--- config.mk ---
export PLATFORM = sky130hd
export DESIGN_NAME = multicycle_ctrl
export DESIGN_NICKNAME = d
export VERILOG_FILES = /design/src/rtl/multicycle_ctrl.sv
export SDC_FILE = /design/constraint.sdc
export NUM_CORES = 1
export LEC_CHECK = 0
export CAP_MARGIN = 20
export CORE_UTILIZATION = 30
export DETAILED_ROUTE_END_ITERATION = 6
export SETUP_SLACK_MARGIN = 0.5
export SLEW_MARGIN = 20
export SYNTH_ARGS = -nofsm -noshare
export SYNTH_HDL_FRONTEND = slang
export SYNTH_SLANG_ARGS = --single-unit
--- constraint.sdc ---
create_clock -name clk -period 1.6 [get_ports clk]
set_input_delay 0.4 -clock clk [delete_from_list [all_inputs] [get_ports clk]]
set_output_delay 0.4 -clock clk [all_outputs]
set_load 0.005 [all_outputs]
--- src/rtl/multicycle_ctrl.sv ---
// multicycle_ctrl: control FSM for the multicycle RV32 core.
// Sequences each instruction through fetch, decode, execute, memory and
// writeback over a single shared memory port. It stalls on mem_ready in the
// request states. All outputs are combinational from the state register and
// the decode inputs.
//
// Ports:
//   clk, rst            clock (rising edge), asynchronous active-low reset
//   opcode/func3/func7_5 instruction fields from the instruction register
//   zero                ALUResult == 0 from the datapath
//   mem_ready           memory completed the current request this cycle
//   mem_req/AdrSrc/MemWrite                memory port control
//   IRWrite/PCWrite/RegWrite               architectural write strobes
//   ALUSrcA/ALUSrcB/ResultSrc/ALUControl   datapath selects and ALU operation
//   instr_done          one-cycle pulse in the final cycle of an instruction
//   illegal             high while trapped
module multicycle_ctrl (
  input  logic       clk,
  input  logic       rst,
  input  logic [6:0] opcode,
  input  logic [2:0] func3,
  input  logic       func7_5,
  input  logic       zero,
  input  logic       mem_ready,
  output logic       mem_req,
  output logic       AdrSrc,
  output logic       MemWrite,
  output logic       IRWrite,
  output logic       PCWrite,
  output logic       RegWrite,
  output logic [1:0] ALUSrcA,
  output logic [1:0] ALUSrcB,
  output logic [1:0] ResultSrc,
  output logic [2:0] ALUControl,
  output logic       instr_done,
  output logic       illegal
);

  localparam logic [6:0] OP_LOAD  = 7'b0000011;
  localparam logic [6:0] OP_STORE = 7'b0100011;
  localparam logic [6:0] OP_R     = 7'b0110011;
  localparam logic [6:0] OP_I     = 7'b0010011;
  localparam logic [6:0] OP_LUI   = 7'b0110111;
  localparam logic [6:0] OP_BR    = 7'b1100011;
  localparam logic [6:0] OP_JAL   = 7'b1101111;

  typedef enum logic [3:0] {
    S_FETCH    = 4'd0,
    S_DECODE   = 4'd1,
    S_MEMADR   = 4'd2,
    S_MEMREAD  = 4'd3,
    S_MEMWB    = 4'd4,
    S_MEMWRITE = 4'd5,
    S_EXECR    = 4'd6,
    S_EXECI    = 4'd7,
    S_ALUWB    = 4'd8,
    S_BRANCH   = 4'd9,
    S_JAL      = 4'd10,
    S_TRAP     = 4'd11
  } state_t;

  state_t state, state_nxt;

  logic [2:0] alu_dec;
  logic       alu_bad;
  logic       req_s, mw_s, irw_s, pcw_s, rw_s, done_s;

  // ALU operation decode from func3 (sub only for R-type with func7_5)
  always_comb begin
    alu_dec = 3'b000;
    alu_bad = 1'b0;
    case (func3)
      3'b000:  alu_dec = (opcode == OP_R && func7_5) ? 3'b001 : 3'b000;
      3'b010:  alu_dec = 3'b101;
      3'b100:  alu_dec = 3'b110;
      3'b110:  alu_dec = 3'b011;
      3'b111:  alu_dec = 3'b010;
      3'b101:  alu_dec = 3'b111;
      default: alu_bad = 1'b1;
    endcase
  end

  // State register
  always_ff @(posedge clk or negedge rst) begin
    if (!rst) state <= S_FETCH;
    else      state <= state_nxt;
  end

  // Next state and per-state outputs
  always_comb begin
    state_nxt  = state;
    req_s      = 1'b0;
    AdrSrc     = 1'b0;
    mw_s       = 1'b0;
    irw_s      = 1'b0;
    pcw_s      = 1'b0;
    rw_s       = 1'b0;
    done_s     = 1'b0;
    ALUSrcA    = 2'b00;
    ALUSrcB    = 2'b00;
    ResultSrc  = 2'b00;
    ALUControl = 3'b000;
    illegal    = 1'b0;
    case (state)
      S_FETCH: begin
        req_s     = 1'b1;
        ALUSrcB   = 2'b10;
        ResultSrc = 2'b10;
        if (mem_ready) begin
          irw_s     = 1'b1;
          pcw_s     = 1'b1;
          state_nxt = S_DECODE;
        end
      end
      S_DECODE: begin
        // Branch/jump target computed early into ALUOut
        ALUSrcA = 2'b01;
        ALUSrcB = 2'b01;
        case (opcode)
          OP_LOAD, OP_STORE: state_nxt = S_MEMADR;
          OP_R:              state_nxt = S_EXECR;
          OP_I, OP_LUI:      state_nxt = S_EXECI;
          OP_BR:             state_nxt = S_BRANCH;
          OP_JAL:            state_nxt = S_JAL;
          default:           state_nxt = S_TRAP;
        endcase
      end
      S_MEMADR: begin
        ALUSrcA   = 2'b10;
        ALUSrcB   = 2'b01;
        state_nxt = (opcode == OP_STORE) ? S_MEMWRITE : S_MEMREAD;
      end
      S_MEMREAD: begin
        req_s  = 1'b1;
        AdrSrc = 1'b1;
        if (mem_ready) state_nxt = S_MEMWB;
      end
      S_MEMWB: begin
        ResultSrc = 2'b01;
        rw_s      = 1'b1;
        done_s    = 1'b1;
        state_nxt = S_FETCH;
      end
      S_MEMWRITE: begin
        req_s  = 1'b1;
        AdrSrc = 1'b1;
        mw_s   = 1'b1;
        if (mem_ready) begin
          done_s    = 1'b1;
          state_nxt = S_FETCH;
        end
      end
      S_EXECR: begin
        ALUSrcA    = 2'b10;
        ALUControl = alu_dec;
        state_nxt  = alu_bad ? S_TRAP : S_ALUWB;
      end
      S_EXECI: begin
        ALUSrcA = 2'b10;
        ALUSrcB = 2'b01;
        // lui passes the immediate straight through; its func3 bits are data
        if (opcode == OP_LUI) begin
          ALUControl = 3'b100;
          state_nxt  = S_ALUWB;
        end else begin
          ALUControl = alu_dec;
          state_nxt  = alu_bad ? S_TRAP : S_ALUWB;
        end
      end
      S_ALUWB: begin
        rw_s      = 1'b1;
        done_s    = 1'b1;
        state_nxt = S_FETCH;
      end
      S_BRANCH: begin
        ALUSrcA    = 2'b10;
        ALUControl = 3'b001;
        case (func3)
          3'b000: begin
            pcw_s     = zero;
            done_s    = 1'b1;
            state_nxt = S_FETCH;
          end
          3'b001: begin
            pcw_s     = ~zero;
            done_s    = 1'b1;
            state_nxt = S_FETCH;
          end
          default: state_nxt = S_TRAP;
        endcase
      end
      S_JAL: begin
        ALUSrcA   = 2'b01;
        ALUSrcB   = 2'b10;
        pcw_s     = 1'b1;
        state_nxt = S_ALUWB;
      end
      S_TRAP: begin
        illegal = 1'b1;
      end
      default: state_nxt = S_FETCH;
    endcase
  end

  // Strobes are suppressed while reset is asserted
  assign mem_req    = req_s  & rst;
  assign MemWrite   = mw_s   & rst;
  assign IRWrite    = irw_s  & rst;
  assign PCWrite    = pcw_s  & rst;
  assign RegWrite   = rw_s   & rst;
  assign instr_done = done_s & rst;

endmodule

==> results of run 1 <==
## per-layer routing
metal | global-route usage, % | wire, um | up-vias
met5 | 0 | 0 | -
met2 | 62.0 | 2820 | 123
met4 | 25.9 | 391 | 0
met3 | 5.22 | 316 | 46
met1 | 34.7 | 1920 | 729
li1 | - | - | 659
## stage by stage
step | worst slack, ns | TNS, ns | cells | total power, mW | hold WS [ns]
floorplan | -0.0133 | -0.0223 | 116 | 1.26 | 0.104
global placement | -0.942 | -9.72 | 215 | 2.11 | 0.781
detailed placement | -0.957 | -10.28 | 215 | 2.15 | 0.810
CTS | -0.370 | -4.28 | 254 | 3.22 | 0.339
global route | -0.467 | -6.60 | 263 | 4.02 | 0.385
finish | -0.414 | -5.87 | 263 | 3.88 | 0.367
## power by group through the flow
stage	clock (mW)	sequential [mW]	combinational [mW]
2_1_floorplan	0	0.170	1.09
3_5_place_dp	0	0.251	1.90
3_3_place_gp	0	0.247	1.86
6_report	0.149	0.265	3.47
4_1_cts	0.128	0.253	2.84
5_1_grt	0.151	0.270	3.60
## worst max-delay path, cell delays in order (launching register included)
cell	delay, ns
dfrtp_2	0.47
buf_6	0.14
nand2b_4	0.06
o41ai_4	0.24
a22o_1	0.20
and3_1	0.14
buf_2	0.11
## logic make-up (layout without fill, tap and decap cells)
| group | after synthesis | in the layout | synth area share (%) |
|---|---|---|---|
| and+or+nand+nor | 62 | 62 | 44.6 |
| AOI/OAI and AO/OA | 30 | 30 | 27.3 |
| buffers and inverters | 14 | 131 | 7.95 |
| xor gates and xnor gates | 4 | 4 | 4.55 |
| DFF | 4 | 4 | 13.0 |
| muxes | 2 | 2 | 2.60 |
## cell usage in the layout, fill, tap and decap left out, drive strengths merged, types with 3 or more instances in the layout
| cell type | instances |
|---|---|
| nor3 | 6 |
| o41ai | 3 |
| a211oi | 3 |
| a21oi | 5 |
| inv | 6 |
| o21ai | 7 |
| nor2 | 16 |
| nand2 | 15 |
| dfrtp | 4 |
| clkbuf | 3 |
| nor4 | 3 |
| clkdlybuf4s15 | 3 |
| nand2b | 4 |
| dlygate4sd2 | 7 |
| nor2b | 3 |
| buf | 112 |
## cell usage after synthesis
cell and instances:
o32a_1 1, o41ai_1 3, a21boi_0 1, nand2_1 15
or4_1 1, nor4b_1 1, a211oi_1 3, and3_1 2
nand3b_1 2, a31oi_1 1, or3_1 1, o31a_1 1
nand3_1 1, inv_1 6, xnor2_1 2, a21oi_1 5
xor2_1 2, o21bai_1 1, o221a_2 1, buf_2 7
mux2i_1 2, buf_1 1, nor3_1 5, o21a_1 1
or2_2 1, nand2b_1 4, nand4bb_1 1, o21ai_0 6
a21o_1 2, nor3b_1 1, o21bai_2 1, nor2_1 16
nand4_1 2, nor2b_1 3, nand4bb_4 1, a22oi_1 1
dfrtp_1 4, a22o_1 1, nand3_2 1, nor3_2 1
nor4_1 3, o21ai_1 1
## worst max-delay path by stage
stage                          to  slack (ns)      start  cells past startpoint
floorplan                 PCWrite       -0.01   state[1]                      5
global placement    ALUControl[0]       -0.94  opcode[1]                      6
detailed placement  ALUControl[0]       -0.96  opcode[1]                      6
CTS                       mem_req       -0.37   state[0]                      7
global route              mem_req       -0.47   state[1]                      7
finish                    PCWrite       -0.41   state[0]                      6
## timing repair
action                     CTS  global route
hold buffers                 0             0
gates cloned                 1             0
buffers inserted            35             9
pin swaps                   26            28
gates resized for setup    161            34
setup endpoints to repair   21            21
## area by class of cell
cell class	instances	area, um2
Multi-Input combinational cell	98	921
Timing Repair Buffer	122	1090
Inverter	6	27.5
Tap cell	30	37.5
Sequential cell	4	105
Clock buffer	3	22.5
Fill cell	108	250
==> qor.yml, run 1 <==
status:
  status: "finished, violations left"
  violations: "negative setup slack"
routing:
  initialDrtViolationCount: 68
  drt_pass1_iterations: 5
  post_drt_wl_per_cell_um: 20.7
  viasPerCell: 5.92
  vias: 1557
  drc_errors: 0
  routed_wl_mm: 5.45
  ant_nets: 0
worst_hold_path:
  hp-class: "in2async"
power_and_ir_drop:
  p_sw_share_pct: 43.1
  pwr-share-clk_pct: 3.8
  p_leak_nw: 1.04
  peakVddDrop_uv: 1440
  power_switching_mw: 1.67
  p_per_area_nw_per_um2: 1760
  seqPwrFrac_pct: 6.8
  power.internal_mw: 2.21
  power_frac_comb_pct: 89.3
logic_synthesis:
  ys_ff_latch: 4
  syn_nets: 131
  yosys.area.top_type_share_pct: 13.0
  yosysUniqueCellTypes: 42
  syn-instance-count: 116
  yosys_warnings: 0
  yosysSeqAreaShare_pct: 13.0
  netlist_area_um2: 771
  synth.avg_cell_area_um2: 6.64
  yosys-top-cells-area: "dfrtp_1, nor2_1, nand2_1"
  yosys.area.top_type: "dfrtp_1"
setup_path:
  reg2reg_from: "state[0]"
  required_ns: 1.20
  reg2reg_depth: 8
  r2r_setup_slack_ns: -0.30
  crit_fanout: 5
  start_kind: "flip-flop"
  critPathKind: "reg2out"
  arrival_ns: 1.61
  rr_endpoint: "state[1]"
  cp-end-kind: "primary output"
placement:
  portBuffers: 31
  dp_hpwl_mm: 2.26
  place_congestion: 0.750
  place_area_um2: 1510
sta:
  worst_slack_ns: -0.414
  fmax_mhz: 497
  setup_viol: 20
  tightest_slew_ns: 0.334
  max_slew_margin_pct: 77.5
  fin_skew_ns: 0.00789
  finalCritPeriodShare_pct: 126
  period_minus_slack_ns: 2.01
  hold_viol_final: 0
  drv_slew: 0
  grt_setup_unrepaired: "true"
global_route:
  antenna_found_initial: 0
  grt_max_degree: 7
  grt_usage_pct: 34.3
  grt_pass1_vias: 1473
  overflow: 0
  grt_pass1_wl_mm: 6.81
cts:
  cts_root_buf: "clkbuf_4"
  numCtsBuffers: 3
  clkSinkCount: 4
  cts_tree: "done"
  clk_pin_slew_ns: 0.05
  insertion_delay_ns: 0.26
  clk_path_buf_depth: 2
  cts.htree.levels: 1
cells_and_area:
  largest_reg_flops: 4
  largestRegisters: "state (4)"
  final_util_pct: 89.8
  synthToLayoutAreaGrowth_pct: 186
  finish.instance_area_um2: 2200
  top_register: "state"
  antenna_cells: 0
  final_nets: 250
  drive_gt1_share_pct: 73.4
floorplanning:
  fp.dieW_um: 52.7
  rows: 18
  start_util_pct: 31.4
  ios: 32
  dieArea_um2: 2780
  core_area_um2: 2450
  fp.dieH_um: 52.7
run:
  maxCapViolCount: 0
Note: power is estimated with default switching activity, not from simulation.
==> inputs of run 2 (changes only) <==
--- a/config.mk
+++ b/config.mk
@@ -8,6 +8,7 @@
 export CAP_MARGIN = 20
 export CORE_UTILIZATION = 30
 export DETAILED_ROUTE_END_ITERATION = 6
+export RECOVER_POWER = 25
 export SETUP_SLACK_MARGIN = 0.5
 export SLEW_MARGIN = 20
 export SYNTH_ARGS = -nofsm -noshare
==> results of run 2 <==
The final DEF is identical to that of run 1; final timing and power are the same.
==> edit: new RTL, settings of run 2 <==
Encoding of `state_t`: now one-hot (12 bits for 12 states).
--- a/src/rtl/multicycle_ctrl.sv
+++ b/src/rtl/multicycle_ctrl.sv
@@ -45,17 +45,17 @@
   localparam logic [6:0] OP_JAL   = 7'b1101111;
 
-  typedef enum logic [3:0] {
-    S_FETCH    = 4'd0,
-    S_DECODE   = 4'd1,
-    S_MEMADR   = 4'd2,
-    S_MEMREAD  = 4'd3,
-    S_MEMWB    = 4'd4,
-    S_MEMWRITE = 4'd5,
-    S_EXECR    = 4'd6,
-    S_EXECI    = 4'd7,
-    S_ALUWB    = 4'd8,
-    S_BRANCH   = 4'd9,
-    S_JAL      = 4'd10,
-    S_TRAP     = 4'd11
+  typedef enum logic [11:0] {
+    S_FETCH    = 12'b000000000001,
+    S_DECODE   = 12'b000000000010,
+    S_MEMADR   = 12'b000000000100,
+    S_MEMREAD  = 12'b000000001000,
+    S_MEMWB    = 12'b000000010000,
+    S_MEMWRITE = 12'b000000100000,
+    S_EXECR    = 12'b000001000000,
+    S_EXECI    = 12'b000010000000,
+    S_ALUWB    = 12'b000100000000,
+    S_BRANCH   = 12'b001000000000,
+    S_JAL      = 12'b010000000000,
+    S_TRAP     = 12'b100000000000
   } state_t;
 
Behaviour: same outputs for any inputs over 10 cycles, from zero or initial values and one cycle with rst low; not proved beyond that.
==> edit against run 2 <==
The run still ends with negative setup slack left. Cell area grew 0.79%. Synthesized cell count grew 17%. Sequential cell count grew 8. Setup slack lost 870 ps. Wire length shrank 25%. Clock power grew 57%. Largest cell class is now multi-input gates. Hold slack gained 280 ps. Combinational power shrank 51%. Global-route usage shrank 12 points. Power shrank 40%. Area after synthesis grew 37%. Maximum frequency shrank 30%.
==> edit: results (changes against run 2) <==
{| class="wikitable"
! Metric !! Value
|-
| Status || finished, violations left
|-
| Violated checks || negative setup slack
|-
| Area taken by flip-flops and latches || 301.5 µm² (+190%)
|-
| Worst path arrival time || 2480 ps (+870 ps)
|-
| Power Combinational || 1.71 mW (-51%)
|-
| # setup viols final || 29 (+45%)
|-
| Wire length of the first global-routing pass || 6099 µm (-10%)
|-
| Register-to-register path setup slack || -1010 ps (-710 ps)
|-
| GRT Overall Usage || 22.49% (-12 points)
|-
| Area of combinational cells with multiple inputs || 905.9 µm² (-1.6%)
|-
| Gpl congestion || 0.8138 (+8.6%)
|-
| Final standard cell area without fillers || 2222 µm² (+0.79%)
|-
| CTS clock-pin slew for the worst setup and hold paths || 70 ps (+20 ps)
|-
| Top cells by area, synth || dfrtp_1 26%, nor2_1 6.7%, nand2_1 6.0%, a21oi_1 4.3%, nand2b_1 3.0%
|-
| Via count normalized by instance count || 4.959 (-16%)
|-
| Met1 GRT Util || 27.59% (-7.1 points)
|-
| Portion of the layout cell area used by clock cells || 1.633% (+0.61 points)
|-
| Detailed-routed wire length on met3 || 120 µm (-62%)
|-
| Area fraction in compound gates after synthesis || 16.55% (-11 points)
|-
| Maximum number of pins on one net before global-route repair || 13 (+6)
|-
| Count of clock buffers in the final design || 4 (+1)
|-
| CTS sink count || 12 (+8)
|-
| Reg2reg end || state[0]
|-
| Reg-to-Reg Start || state[0]
|-
| Path category of the worst min-delay check || reg -> reg
|-
| Gate Count Post-Synth || 136 (+17%)
|-
| Synthesized netlist net count || 151 (+15%)
|-
| Minimum setup slack in the final design || -1280 ps (-865.9 ps)
|-
| 1st-pass router iterations || 4 (-1)
|-
| Top cells by count, synth || 19 x nor2_1, 17 x nand2_1, 11 x dfrtp_1
|-
| Met1 wire length || 1684 µm (-12%)
|-
| Layout buffering overhead excluding clock cells || 40.60% (-8.9 points)
|-
| Multiplexer share of the synthesized area || 0.9456% (-1.7 points)
|-
| Worst vdd ir || 0.0006225 V (-57%)
|-
| Drt initial violations || 64 (-5.9%)
|-
| Placed inst area || 1804 µm² (+20%)
|-
| Final net count || 261 (+4.4%)
|-
| Final cell count without fillers || 291 (+11%)
|-
| XOR/XNOR Fraction of Synth Area || 4.137% (-0.41 points)
|-
| Clock tree skew after final layout || 0.8009 ps (-7.087 ps)
|-
| Leakage power || 1.099 nW (+5.3%)
|-
| TNS Setup || -28,010 ps (-22,140 ps)
|-
| Met2 Track Usage GR || 40.06% (-22 points)
|-
| Routed wl met2 || 2165 µm (-23%)
|-
| Inverter count || 5 (-1)
|-
| Overall power after layout || 2.311 mW (-40%)
|-
| Distinct cell type count of the synthesized netlist || 44 (+4.8%)
|}
edit: cell count changes after synthesis, moves of 3 or more:
cell      change
buf_2         -7
dfrtp_1       +7
a21oi_1       +4
a211oi_1      -3
nand3_1       +3
nor2_1        +3
o41ai_1       -3
edit: worst min-delay path by stage:
| stage | depth (start not counted) | slack (ps) | endpoint | from |
|---|---|---|---|---|
| after floorplan | 0 | 100 | state[10] | rst |
| final | 2 | 650 | state[3] | state[3] |
| after global routing | 3 | 700 | state[0] | state[0] |
| after CTS | 2 | 530 | state[1] | rst |
| after detailed placement | 2 | 630 | state[3] | state[3] |
| after global placement | 2 | 620 | state[3] | state[3] |
edit: timing repair:
action / CTS / global route
buffers inserted: 20 / 8
hold buffers: 0 / 0
resized for setup: 116 / 19
setup endpoints to repair: 29 / 29
pin swaps: 15 / 19
endpoints found under the hold margin: 0 / 0
edit: critical path: stages (launching register included):
cell and delay (ps):
dfrtp_1 380, or4_4 540, or3_4 390, or4b_4 500
buf_4 160, nand2_2 50, clkdlybuf4s15_2 190
